## src/rtl/filter_sel_ctrl_pkg.sv

```systemverilog
// Shared types and constants for the filter mode-switch sequencer.
package filter_ctrl_pkg;

   localparam int GAIN_W     = 5;
   localparam int GAIN_MAX   = 16;
   localparam int GAIN_SHIFT = 4;
   localparam int SEL_W      = 3;

   typedef enum logic [1:0] {
      ST_IDLE     = 2'd0,
      ST_FADE_OUT = 2'd1,
      ST_FLUSH    = 2'd2,
      ST_FADE_IN  = 2'd3
   } state_t;

   typedef logic [SEL_W-1:0] sel_t;

   typedef struct packed {
      logic valid;
      sel_t sel;
   } mode_req_t;

endpackage

```

## src/rtl/filter_sel_ctrl_if.sv

```systemverilog
// Request channel plus filter-side and audio-side signals of the sequencer.
interface filter_sel_ctrl_if #(
   parameter int BIT_WIDTH = 24
) ();
   import filter_ctrl_pkg::*;

   logic                 sample_en;
   logic                 req_valid;
   sel_t                 req_sel;
   logic                 req_ready;
   logic [BIT_WIDTH-1:0] filt_q;
   sel_t                 filt_sel;
   logic                 filt_reset_n;
   logic [BIT_WIDTH-1:0] audio_out;
   logic                 busy;

   modport master (
      output sample_en, req_valid, req_sel, filt_q,
      input  req_ready, filt_sel, filt_reset_n, audio_out, busy
   );

   modport slave (
      input  sample_en, req_valid, req_sel, filt_q,
      output req_ready, filt_sel, filt_reset_n, audio_out, busy
   );
endinterface

```

## src/rtl/filter_sel_ctrl_fade_gain.sv

```systemverilog
// Registered signed gain stage: audio = floor(q * gain / 16), updated on sample_en.
module fade_gain
   import filter_ctrl_pkg::*;
#(
   parameter int BIT_WIDTH = 24
) (
   input  logic                 clk,
   input  logic                 reset_n,
   input  logic                 i_sample_en,
   input  logic [GAIN_W-1:0]    i_gain,
   input  logic [BIT_WIDTH-1:0] i_q,
   output logic [BIT_WIDTH-1:0] o_audio
);
   // Product wide enough for q times a 0..16 gain plus sign.
   localparam int P_W = BIT_WIDTH + GAIN_W + 1;

   logic signed [P_W-1:0] w_q_ext;
   logic signed [P_W-1:0] w_g_ext;
   logic signed [P_W-1:0] w_prod;
   logic [BIT_WIDTH-1:0]  r_audio;

   assign w_q_ext = {{(P_W-BIT_WIDTH){i_q[BIT_WIDTH-1]}}, i_q};
   assign w_g_ext = {{(P_W-GAIN_W){1'b0}}, i_gain};
   assign w_prod  = w_q_ext * w_g_ext;
   assign o_audio = r_audio;

   // Arithmetic shift floors toward -inf; gain 16 reproduces the input exactly.
   always_ff @(posedge clk) begin
      if (!reset_n)         r_audio <= '0;
      else if (i_sample_en) r_audio <= BIT_WIDTH'(w_prod >>> GAIN_SHIFT);
   end
endmodule

```

## src/rtl/filter_sel_ctrl.sv

```systemverilog
// Click-free filter mode switch: fade out, swap filt_sel, flush delay line, fade in.
module filter_sel_ctrl
   import filter_ctrl_pkg::*;
#(
   parameter int BIT_WIDTH     = 24,
   parameter int FLUSH_SAMPLES = 16
) (
   input  logic               clk,
   input  logic               reset_n,
   filter_sel_ctrl_if.slave   bus
);
   localparam int CNT_W = $clog2(FLUSH_SAMPLES + 1);

   state_t              r_state, w_nxt_state;
   logic [GAIN_W-1:0]   r_gain, w_nxt_gain;
   logic [CNT_W-1:0]    r_cnt, w_nxt_cnt, w_cnt_inc;
   sel_t                r_pend, w_nxt_pend, w_pend_new;
   sel_t                r_filt_sel, w_nxt_filt_sel;
   logic                r_filt_rst_n, w_nxt_filt_rst_n;
   logic                r_req_ready, w_nxt_req_ready;
   logic                r_busy, w_nxt_busy;
   logic                w_accept;
   logic                w_se;
   mode_req_t           w_req;
   logic [BIT_WIDTH-1:0] w_audio;

   assign w_req      = {bus.req_valid, bus.req_sel};
   assign w_se       = bus.sample_en;
   assign w_accept   = w_req.valid && r_req_ready;
   // Latest accepted request wins, even on the sample where the fade bottoms out.
   assign w_pend_new = w_accept ? w_req.sel : r_pend;
   assign w_cnt_inc  = r_cnt + CNT_W'(1);

   // State and all registered outputs; reset lands in FLUSH so power-up fades in.
   always_ff @(posedge clk) begin
      if (!reset_n) begin
         r_state      <= ST_FLUSH;
         r_gain       <= '0;
         r_cnt        <= '0;
         r_pend       <= '0;
         r_filt_sel   <= '0;
         r_filt_rst_n <= 1'b0;
         r_req_ready  <= 1'b0;
         r_busy       <= 1'b1;
      end else begin
         r_state      <= w_nxt_state;
         r_gain       <= w_nxt_gain;
         r_cnt        <= w_nxt_cnt;
         r_pend       <= w_nxt_pend;
         r_filt_sel   <= w_nxt_filt_sel;
         r_filt_rst_n <= w_nxt_filt_rst_n;
         r_req_ready  <= w_nxt_req_ready;
         r_busy       <= w_nxt_busy;
      end
   end

   // Next-state: fades and flush advance only on sample_en.
   always_comb begin
      w_nxt_state = r_state;
      case (r_state)
         ST_IDLE:     if (w_accept && (w_req.sel != r_filt_sel)) w_nxt_state = ST_FADE_OUT;
         ST_FADE_OUT: if (w_se && (r_gain == GAIN_W'(1))) w_nxt_state = ST_FLUSH;
         ST_FLUSH:    if (w_se && r_filt_rst_n && (w_cnt_inc == CNT_W'(FLUSH_SAMPLES)))
                         w_nxt_state = ST_FADE_IN;
         ST_FADE_IN:  if (w_se && (r_gain == GAIN_W'(GAIN_MAX - 1))) w_nxt_state = ST_IDLE;
         default:     w_nxt_state = ST_FLUSH;
      endcase
   end

   // Next values of gain, counter, pending mode and filter controls.
   always_comb begin
      w_nxt_gain       = r_gain;
      w_nxt_cnt        = r_cnt;
      w_nxt_pend       = r_pend;
      w_nxt_filt_sel   = r_filt_sel;
      w_nxt_filt_rst_n = r_filt_rst_n;
      case (r_state)
         ST_IDLE: begin
            if (w_accept && (w_req.sel != r_filt_sel)) w_nxt_pend = w_req.sel;
         end
         ST_FADE_OUT: begin
            w_nxt_pend = w_pend_new;
            if (w_se) begin
               w_nxt_gain = r_gain - GAIN_W'(1);
               if (r_gain == GAIN_W'(1)) begin
                  w_nxt_filt_sel   = w_pend_new;
                  w_nxt_filt_rst_n = 1'b0;
                  w_nxt_cnt        = '0;
               end
            end
         end
         ST_FLUSH: begin
            // First sample only releases the filter clear; later ones count.
            if (w_se) begin
               if (!r_filt_rst_n) w_nxt_filt_rst_n = 1'b1;
               else               w_nxt_cnt        = w_cnt_inc;
            end
         end
         ST_FADE_IN: begin
            if (w_se) w_nxt_gain = r_gain + GAIN_W'(1);
         end
         default: ;
      endcase
      w_nxt_req_ready = (w_nxt_state == ST_IDLE) || (w_nxt_state == ST_FADE_OUT);
      w_nxt_busy      = (w_nxt_state != ST_IDLE);
   end

   fade_gain #(.BIT_WIDTH(BIT_WIDTH)) u_gain (
      .clk        (clk),
      .reset_n    (reset_n),
      .i_sample_en(w_se),
      .i_gain     (r_gain),
      .i_q        (bus.filt_q),
      .o_audio    (w_audio)
   );

   assign bus.audio_out    = w_audio;
   assign bus.filt_sel     = r_filt_sel;
   assign bus.filt_reset_n = r_filt_rst_n;
   assign bus.req_ready    = r_req_ready;
   assign bus.busy         = r_busy;
endmodule

```

## src/flat_wrapper.sv

```systemverilog
// flat-port wrapper written by rule: the top's interface ports become plain ports
module filter_sel_ctrl_flat import filter_ctrl_pkg::*;
#(
   parameter int BIT_WIDTH     = 24,
   parameter int FLUSH_SAMPLES = 16
)
  (clk, reset_n, bus_sample_en, bus_req_valid, bus_req_sel, bus_filt_q, bus_req_ready, bus_filt_sel, bus_filt_reset_n, bus_audio_out, bus_busy);
  filter_sel_ctrl_if #(.BIT_WIDTH(BIT_WIDTH)) bus_i ();
  input  logic clk;
  input  logic reset_n;
  input wire logic [$bits(bus_i.sample_en)-1:0] bus_sample_en;
  input wire logic [$bits(bus_i.req_valid)-1:0] bus_req_valid;
  input wire logic [$bits(bus_i.req_sel)-1:0] bus_req_sel;
  input wire logic [$bits(bus_i.filt_q)-1:0] bus_filt_q;
  output wire logic [$bits(bus_i.req_ready)-1:0] bus_req_ready;
  output wire logic [$bits(bus_i.filt_sel)-1:0] bus_filt_sel;
  output wire logic [$bits(bus_i.filt_reset_n)-1:0] bus_filt_reset_n;
  output wire logic [$bits(bus_i.audio_out)-1:0] bus_audio_out;
  output wire logic [$bits(bus_i.busy)-1:0] bus_busy;
  assign bus_i.sample_en = bus_sample_en;
  assign bus_i.req_valid = bus_req_valid;
  assign bus_i.req_sel = bus_req_sel;
  assign bus_i.filt_q = bus_filt_q;
  assign bus_req_ready = bus_i.req_ready;
  assign bus_filt_sel = bus_i.filt_sel;
  assign bus_filt_reset_n = bus_i.filt_reset_n;
  assign bus_audio_out = bus_i.audio_out;
  assign bus_busy = bus_i.busy;
  filter_sel_ctrl #(.BIT_WIDTH(BIT_WIDTH), .FLUSH_SAMPLES(FLUSH_SAMPLES)) u_core (.clk(clk), .reset_n(reset_n), .bus(bus_i));
endmodule
```

## config.mk

```make
export PLATFORM = sky130hd
export DESIGN_NAME = filter_sel_ctrl_flat
export DESIGN_NICKNAME = d
export VERILOG_FILES = /design/src/rtl/filter_sel_ctrl_pkg.sv /design/src/rtl/filter_sel_ctrl_if.sv /design/src/rtl/filter_sel_ctrl_fade_gain.sv /design/src/rtl/filter_sel_ctrl.sv /design/src/flat_wrapper.sv
export SDC_FILE = /design/constraint.sdc
export NUM_CORES = 1
export LEC_CHECK = 0
export ABC_CLOCK_PERIOD_IN_PS = 11100
export BUFFER_PORTS_ARGS = -buffer_cell sky130_fd_sc_hd__buf_2
export CAP_MARGIN = 15
export CORE_AREA = 3 3 116 118
export CTS_BUF_LIST = sky130_fd_sc_hd__clkbuf_4 sky130_fd_sc_hd__clkbuf_8
export DETAILED_ROUTE_END_ITERATION = 16
export DIE_AREA = 0 0 119 121
export PLACE_DENSITY = 0.66
export SKIP_CTS_REPAIR_TIMING = 1
export SYNTH_ARGS = -nofsm -noshare
export SYNTH_HDL_FRONTEND = slang
export SYNTH_HIERARCHICAL = 1
export SYNTH_SLANG_ARGS = --single-unit
```

## constraint.sdc

```tcl
create_clock -name clk -period 11.1 [get_ports clk]
set_clock_uncertainty 0.05 [all_clocks]
set_input_delay 2.22 -clock clk [delete_from_list [all_inputs] [get_ports clk]]
set_output_delay 2.22 -clock clk [all_outputs]
set_load 0.03 [all_outputs]
```

Word level (Yosys, flattened, before mapping)

Index checks and enable logic that the tools add are counted.

Add/sub/neg operators: 3
Multiply operators: 1
Divide/modulo/power cells: 0
Magnitude comparators: 0
Equal/unequal tests: 14
Shift-type cells: 0
Muxes and demuxes: 20
Bitwise logic cells: 0
Reductions and logical operators: 18

Operator list:

| cell                                                                     | number |
|---|---|
| 5-bit 2-to-1 mux                                                         | 6 |
| 24-bit by 6-bit multiplier with 28-bit output                            | 1 |
| 5-bit case mux with 2 select lines                                       | 2 |
| 5-bit by 1-bit adder with 5-bit output (second input constant)           | 2 |
| 2-bit 2-to-1 mux                                                         | 4 |
| 2-bit case mux with 4 select lines                                       | 1 |
| 2-bit nonzero test                                                       | 4 |
| 1-bit logical AND                                                        | 6 |
| 3-bit 2-to-1 mux                                                         | 2 |
| 2-bit by 1-bit inequality test with 1-bit output (second input constant) | 3 |
| 2-bit inequality test (second input constant)                            | 3 |
| 3-bit case mux with 2 select lines                                       | 1 |
| 3-bit AND reduction                                                      | 2 |
| 5-bit by 1-bit equality test with 1-bit output (second input constant)   | 1 |
| 5-bit by 4-bit equality test with 1-bit output (second input constant)   | 1 |
| 5-bit equality test (second input constant)                              | 1 |
| 5-bit AND reduction                                                      | 1 |
| 5-bit by 1-bit subtractor with 5-bit output (second input constant)      | 1 |
| 2-bit by 1-bit equality test with 1-bit output (second input constant)   | 2 |
| 2-bit equality test (second input constant)                              | 2 |
| 2-bit logical NOT                                                        | 2 |
| 4-bit AND reduction                                                      | 1 |
| 1-bit 2-to-1 mux                                                         | 3 |
| 3-bit inequality test                                                    | 1 |
| 3 further kinds                                                          | 3 |

Bits in registers: 45
Bits in latches: 0
Bits in writable memories: 0
Memory bits (read-only): 0
Input bits: 31
Logic and storage cells: 65
Memories: 0

Logic depth before layout (Yosys ltp)

Gate-level depths: netlist (run 1).

Depth after elaboration: 7
Depth in mapped cells: 16
Mapped depth without buffers: 15

Cells and area by module

The synthesis (run 1) kept the hierarchy.

Modules (own cells, without submodules):

| module          | times used | cells each | area each (µm²) | seq. area each (µm²) |
|---|---|---|---|---|
| fade_gain       | 1          | 608        | 5046.1          | 480.5 |
| filter_sel_ctrl | 1          | 137        | 1188.6          | 420.4 |

Least setup slack after synthesis (run 1)

No wires, ideal clock.

Path kind: input -> register
From: input bus_filt_q[3]
To: register u_core.u_gain.r_audio[19] (netlist: u_core/u_gain/o_audio[19])
Arrival: 5.594 ns
Data required time: 10.928 ns
Setup slack: 5.334 ns
Stages on the path: 14
Cell sequence: and2_1 fa_1 inv_1 fa_1 fa_1 inv_1 ha_1 a211oi_1 nor3_1 o21ai_1 a21oi_1 o21ai_0 mux2i_1 a311o_1

Longest elaborated chain between the ends: 1

Ends and longest elaborated chain:

| item                                          | RTL line                        | text |
|---|---|---|
| start, declared                               | flat_wrapper.sv:14              | `input wire logic [$bits(bus_i.filt_q)-1:0] bus_filt_q;` |
| 24-bit by 6-bit multiplier with 28-bit output | filter_sel_ctrl_fade_gain.sv:24 | `assign w_prod = w_q_ext * w_g_ext;` |
| end signal, assigned                          | filter_sel_ctrl_fade_gain.sv:30 | `else if (i_sample_en) r_audio <= BIT_WIDTH'(w_prod >>> GAIN_SHIFT);` |
| end, declared                                 | filter_sel_ctrl_fade_gain.sv:20 | `logic [BIT_WIDTH-1:0] r_audio;` |

No other way between the ends.
A chain may end at the register's enable or synchronous reset.

Worst setup path after layout (run 1)

Same ends and word-level chain as after synthesis.

==> impl_metrics.toml, run 1 <==
[status]
status = "finished, final reports clean"

[yosys]
synthTopCellsByArea = "fa_1 (22%), dfxtp_1 (14%), and2_1 (11%)"
synth_common_cells = "inv_1 (122), and2_1 (112), fa_1 (70)"
syn_area_per_cell_sq_um = 8.37
async_flop_share = 0
synth_cell_type_count = 63
syn_area_sq_mm = 0.00623
yosysSeqAreaShare = 0.144
ys_ff_latch = 45
yosysTopAreaCellShare = 0.225
synth_edf_count = 0
yosysMostFrequentCell = "inv_1"
ys.flop_type = "dfxtp_1"
ys_warn_count = 6
yosysTopAreaCell = "fa_1"
syn_nets = 901
syn_inst = 745

[detailed_routing]
post_drt_wl_per_cell_microns = 14.6
firstDrtPassIters = 5
drt-total-wl_microns = 14100
drt_iter0_drc = 251
viasPerCell = 5.35
drc = 0
drtAntennaViolNets = 0
via_count = 5169

[floorplan]
top_level_ports = 61
coreArea_sq_mm = 0.0126
design.die.area_sq_mm = 0.0144
initial_core_util = 0.496
die_x_microns = 119
die_y_microns = 121
rows = 41

[critical_path]
cpPeakStageDelay_ns = 0.55
crit_fanout = 5
startpoint_type = "input pin"
cpLargestDelayFamily = "adder cells"
end_kind = "flop"
path_cells = "buf_2, and2_1, fa_1, inv_1, fa_1, fa_1, inv_1, ha_1, a211oi_1, nor3_1, o21ai_1, a21oi_1, o21ai_0, mux2i_1, a311o_1"
crit_top_cell = "fa_1"
cp_slowest_cell = "fa_1"
critical_path_class = "in -> reg"
required_ns = 11.24
critPathArrivalTime_ns = 6.07
path_buf_inv = 3

[global_route]
grt_pass1_vias = 5394
grtUsageMet3 = 0.0214
top_usage_layer = "met2"
antenna_found_initial = 0
grt_first_pass_wirelength_microns = 24900
grtUsageMet1 = 0.265
grt_util_met2 = 0.380
grt-ovfl-total = 0
grt.total_usage = 0.206
grt_max_degree = 38

[timing]
setup_viol = 0
maxSlewHeadroom = 0.298
rsz0062_at_grt = "no"
hold_viol_final = 0
min_period_over_period = 0.534
drv_slew = 0
fin_crit_ns = 5.93
final.setup.tns_ns = 0
fmax_mhz = 169
worst_slew_pin_slew_ns = 1.05

[clocking]
htreeDepth = 2
cts.sink_count = 45
path_clk_slew_ns = 0.08
cts_tree = "done"
cts_buffers = 5
cts_max_path_buffers = 2
clk_latency_ns = 0.30
cts_root_buf = "clkbuf_8"

[power_and_ir_drop]
vdd_drop_max_uv = 46.0
p_per_area_mw_per_mm2 = 43.1
p_leak_nw = 3.49

[layout]
drive_above_1_share = 0.108
area_delta_synth_final_pct = 8.09
finalNetCount = 949
fin_util = 0.536
final.fill_count = 1219
antenna_cells = 0

[place]
routabilityCongestion = 0.822
port_buffers = 60
hpwlAfterDp_microns = 11300

[hold_path]
hold_path_class = "reg -> reg"

[job]
max_cap_violations = 0
==> cell families (layout without fill, tap and decap cells) <==
kind of cell             Yosys count  count (layout)  share of synthesized area
flip-flops                        45              45                      0.144
adder cells (fa/ha/maj)          125             125                      0.335
buffers and inverters            144             193                     0.0927
AO/OA/AOI/OAI                    119             119                      0.129
AND/OR/NAND/NOR                  276             276                      0.247
XOR/XNOR                          28              28                     0.0393
multiplexers                       8               8                     0.0128
==> per-stage QoR <==
stage / instances / total power (W) / cell area (sq um) / worst slack, ns / hold WS (ns)
6_report: 966 / 0.000290 / 6740 / 5.17 / 0.427
2_1_floorplan: 745 / 0.000181 / 6230 / 5.33 / 0.394
3_5_place_dp: 958 / 0.000193 / 6650 / 4.92 / 0.418
3_3_place_gp: 958 / 0.000192 / 6650 / 4.95 / 0.412
5_1_grt: 966 / 0.000302 / 6740 / 4.92 / 0.452
4_1_cts: 966 / 0.000293 / 6740 / 5.22 / 0.429
==> tightest hold or removal path: stages, from the launching register on <==
cell     delay [ns]
dfxtp_1        0.32
nand3_1        0.05
o21ai_0        0.06
==> where the power goes <==
part | total, W | internal [W] | switching (W) | leakage, nW
clock | 0.000101 | 0.0000461 | 0.0000551 | 0.0484
combinational | 0.0000251 | 0.00000810 | 0.0000170 | 3.07
sequential | 0.000164 | 0.000163 | 0.00000132 | 0.364
total | 0.000290 | 0.000217 | 0.0000734 | 3.49
==> sequential cells by signal, summed over array words and instances (netlist names) <==
register,count
u_core/r_state,2
u_core/r_pend,3
u_core/r_gain,5
u_core/u_gain/o_audio,24
u_core/bus.filt_reset_n,1
u_core/bus.filt_sel,3
u_core/bus.req_ready,1
u_core/bus.busy,1
u_core/r_cnt,5
==> cells in the final DEF, fill, tap and decap left out, types with 26 or more instances in the layout <==
cell,n
a21oi_1,26
dfxtp_1,45
inv_1,122
fa_1,70
ha_1,55
nor2_1,36
o21ai_0,26
nand2_1,49
buf_2,60
and2_1,112
==> routing by layer <==
metal	vias to the layer above	part of all wire
li1	2523	-
met1	2530	0.45
met2	100	0.51
met3	16	0.026
met4	0	0.014
met5	-	0
==> area by class of cell <==
cell class,instances,area [sq um],share of cell area
clock inverters,2,10.0,0.00149
flip-flops and latches,45,901,0.134
repair buffers,63,323,0.0479
clock buffers,6,76.3,0.0113
multi-input cells,556,4760,0.706
inverters,122,458,0.0680
well taps,172,215,0.0319
==> final timing paths <==
check                        start                        end  slack (ns)  cells past startpoint
setup / recovery     bus_filt_q[3]  u_core/u_gain/o_audio[19]        5.17                     15
hold / removal    u_core/r_pend[1]           u_core/r_pend[1]        0.43                      2
setup reg to reg  u_core/r_gain[0]  u_core/u_gain/o_audio[19]        6.22                     14
hold reg to reg   u_core/r_pend[1]           u_core/r_pend[1]        0.43                      2
Note: power is estimated with default switching activity, not from simulation.
==> run 2: changes to the inputs <==
ABC_CLOCK_PERIOD_IN_PS = 5200   (was 11100)
PLACE_DENSITY = 0.69   (was 0.66)
clock period = 5.2 ns   (was 11.1 ns; I/O delays follow)
==> impl_metrics.toml, run 2 (synthesis results as in run 1) <==
[global_route]
grt.total_usage = 0.203
grt_max_degree = 38
grt-ovfl-total = 0
antenna_found_initial = 1
grt_pass1_vias = 5389
grt_first_pass_wirelength_microns = 24600

[floorplan]
die_x_microns = 119
coreArea_sq_mm = 0.0126
top_level_ports = 61
rows = 41
design.die.area_sq_mm = 0.0144
initial_core_util = 0.496
die_y_microns = 121

[power_and_ir_drop]
p_sw_w = 0.000169
netSwitchingFraction = 0.250
power_frac_comb = 0.079
clkPwrFrac = 0.404
p_leak_nw = 3.50
finalPower_w = 0.000678
power.internal_w = 0.000509
pwr-share-seq = 0.517
p_per_area_mw_per_mm2 = 99.9
vdd_drop_max_uv = 110

[layout]
multi_input_area_sq_mm = 0.00476
postLayoutCellArea_sq_mm = 0.00679
final_common_cell = "inv_1"
largest_reg_flops = 24
final.fill_count = 1216
area_delta_synth_final_pct = 8.83
antenna_cells = 0
finalNetCount = 951
drive_above_1_share = 0.113
regArea_sq_um = 903
layout_common_cells = "inv_1 (122), and2_1 (112), fa_1 (70)"

[hold_path]
hold_path_class = "reg -> reg"

[job]
max_cap_violations = 0

[critical_path]
cpLargestDelayFamily = "adder cells"
end_kind = "flop"
required_ns = 5.35
crit_top_cell = "fa_1"
cp_slowest_cell = "fa_1"
crit_fanout = 5
path_buf_inv = 3
cpPeakStageDelay_ns = 0.55
path_cells = "buf_2, and2_1, fa_1, inv_1, fa_1, fa_1, inv_1, ha_1, a211oi_1, nor3_1, o21ai_1, a21oi_1, o21ai_0, mux2i_1, a311o_1"
critical_path_class = "in -> reg"
critPathArrivalTime_ns = 4.91
startpoint_type = "input pin"

[place]
port_buffers = 60
place_ws_ns = 0.143
place_area_sq_mm = 0.00667
routabilityCongestion = 0.856
hpwlAfterDp_microns = 11200

[timing]
fin_crit_ns = 4.75
hold_ws_ns = 0.430
min_period_over_period = 0.914
worst_slew_pin_slew_ns = 0.978
fmax_mhz = 210
drv_slew = 0
rsz0062_at_grt = "no"
layout_setup_ws_ns = 0.446
setup_viol = 0
final.setup.tns_ns = 0
maxSlewHeadroom = 0.347
hold_viol_final = 0

[clocking]
cts_root_buf = "clkbuf_8"
htreeDepth = 2
cts_max_path_buffers = 2
clk_latency_ns = 0.32
cts_buffers = 5
cts.sink_count = 45
path_clk_slew_ns = 0.09
cts_tree = "done"

[detailed_routing]
firstDrtPassIters = 4
drc = 0
post_drt_wl_per_cell_microns = 14.5
drtAntennaViolNets = 0
drt_iter0_drc = 209
viasPerCell = 5.29
via_count = 5122
drt-total-wl_microns = 14100

[status]
status = "finished, final reports clean"
run 2: final timing paths:
path | startpoint | cells after the start | slack, ns | to
worst min register to register | u_core/u_gain/o_audio[22] | 2 | 0.43 | u_core/u_gain/o_audio[22]
worst min-delay path | u_core/u_gain/o_audio[22] | 2 | 0.43 | u_core/u_gain/o_audio[22]
worst max register to register | u_core/r_gain[0] | 14 | 0.54 | u_core/u_gain/o_audio[19]
worst max-delay path | bus_filt_q[3] | 15 | 0.45 | u_core/u_gain/o_audio[19]
run 2: per-stage QoR:
step | utilization | cells
after global routing | 0.540 | 968
after floorplan | - | 745
after CTS | 0.540 | 968
after detailed placement | 0.531 | 960
after global placement | 0.531 | 960
final | 0.540 | 968
run 2: cell type report:
class	instances	area share
Clock buffer	5	0.0101
Clock inverter	3	0.00682
Inverter	122	0.0675
Multi-Input combinational cell	556	0.701
Sequential cell	45	0.133
Tap cell	172	0.0317
Timing Repair Buffer	65	0.0498
run 2: power groups by stage:
stage / Sequential, W / Combinational (W) / Clock [W]
6_report: 0.000350 / 0.0000534 / 0.000274
5_1_grt: 0.000351 / 0.0000595 / 0.000293
4_1_cts: 0.000350 / 0.0000536 / 0.000279
3_5_place_dp: 0.000358 / 0.0000535 / 0
3_3_place_gp: 0.000358 / 0.0000518 / 0
2_1_floorplan: 0.000363 / 0.0000231 / 0
run 2: worst reg2reg max path, cell delays in order (launching register included):
cell and delay [ns]:
dfxtp_1 0.78, and2_1 0.26, fa_1 0.41, inv_1 0.10, fa_1 0.45, fa_1 0.55
inv_1 0.04, ha_1 0.36, a211oi_1 0.37, nor3_1 0.13, o21ai_1 0.31, a21oi_1 0.11
o21ai_0 0.21, mux2i_1 0.11, a311o_1 0.31
run 2: layer usage:
layer,routed length (microns),global-route usage,vias to the layer above
li1,-,-,2525
met1,6430,0.266,2503
met2,7130,0.369,79
met3,300,0.0159,15
met4,202,0.0434,0
met5,0,0,-
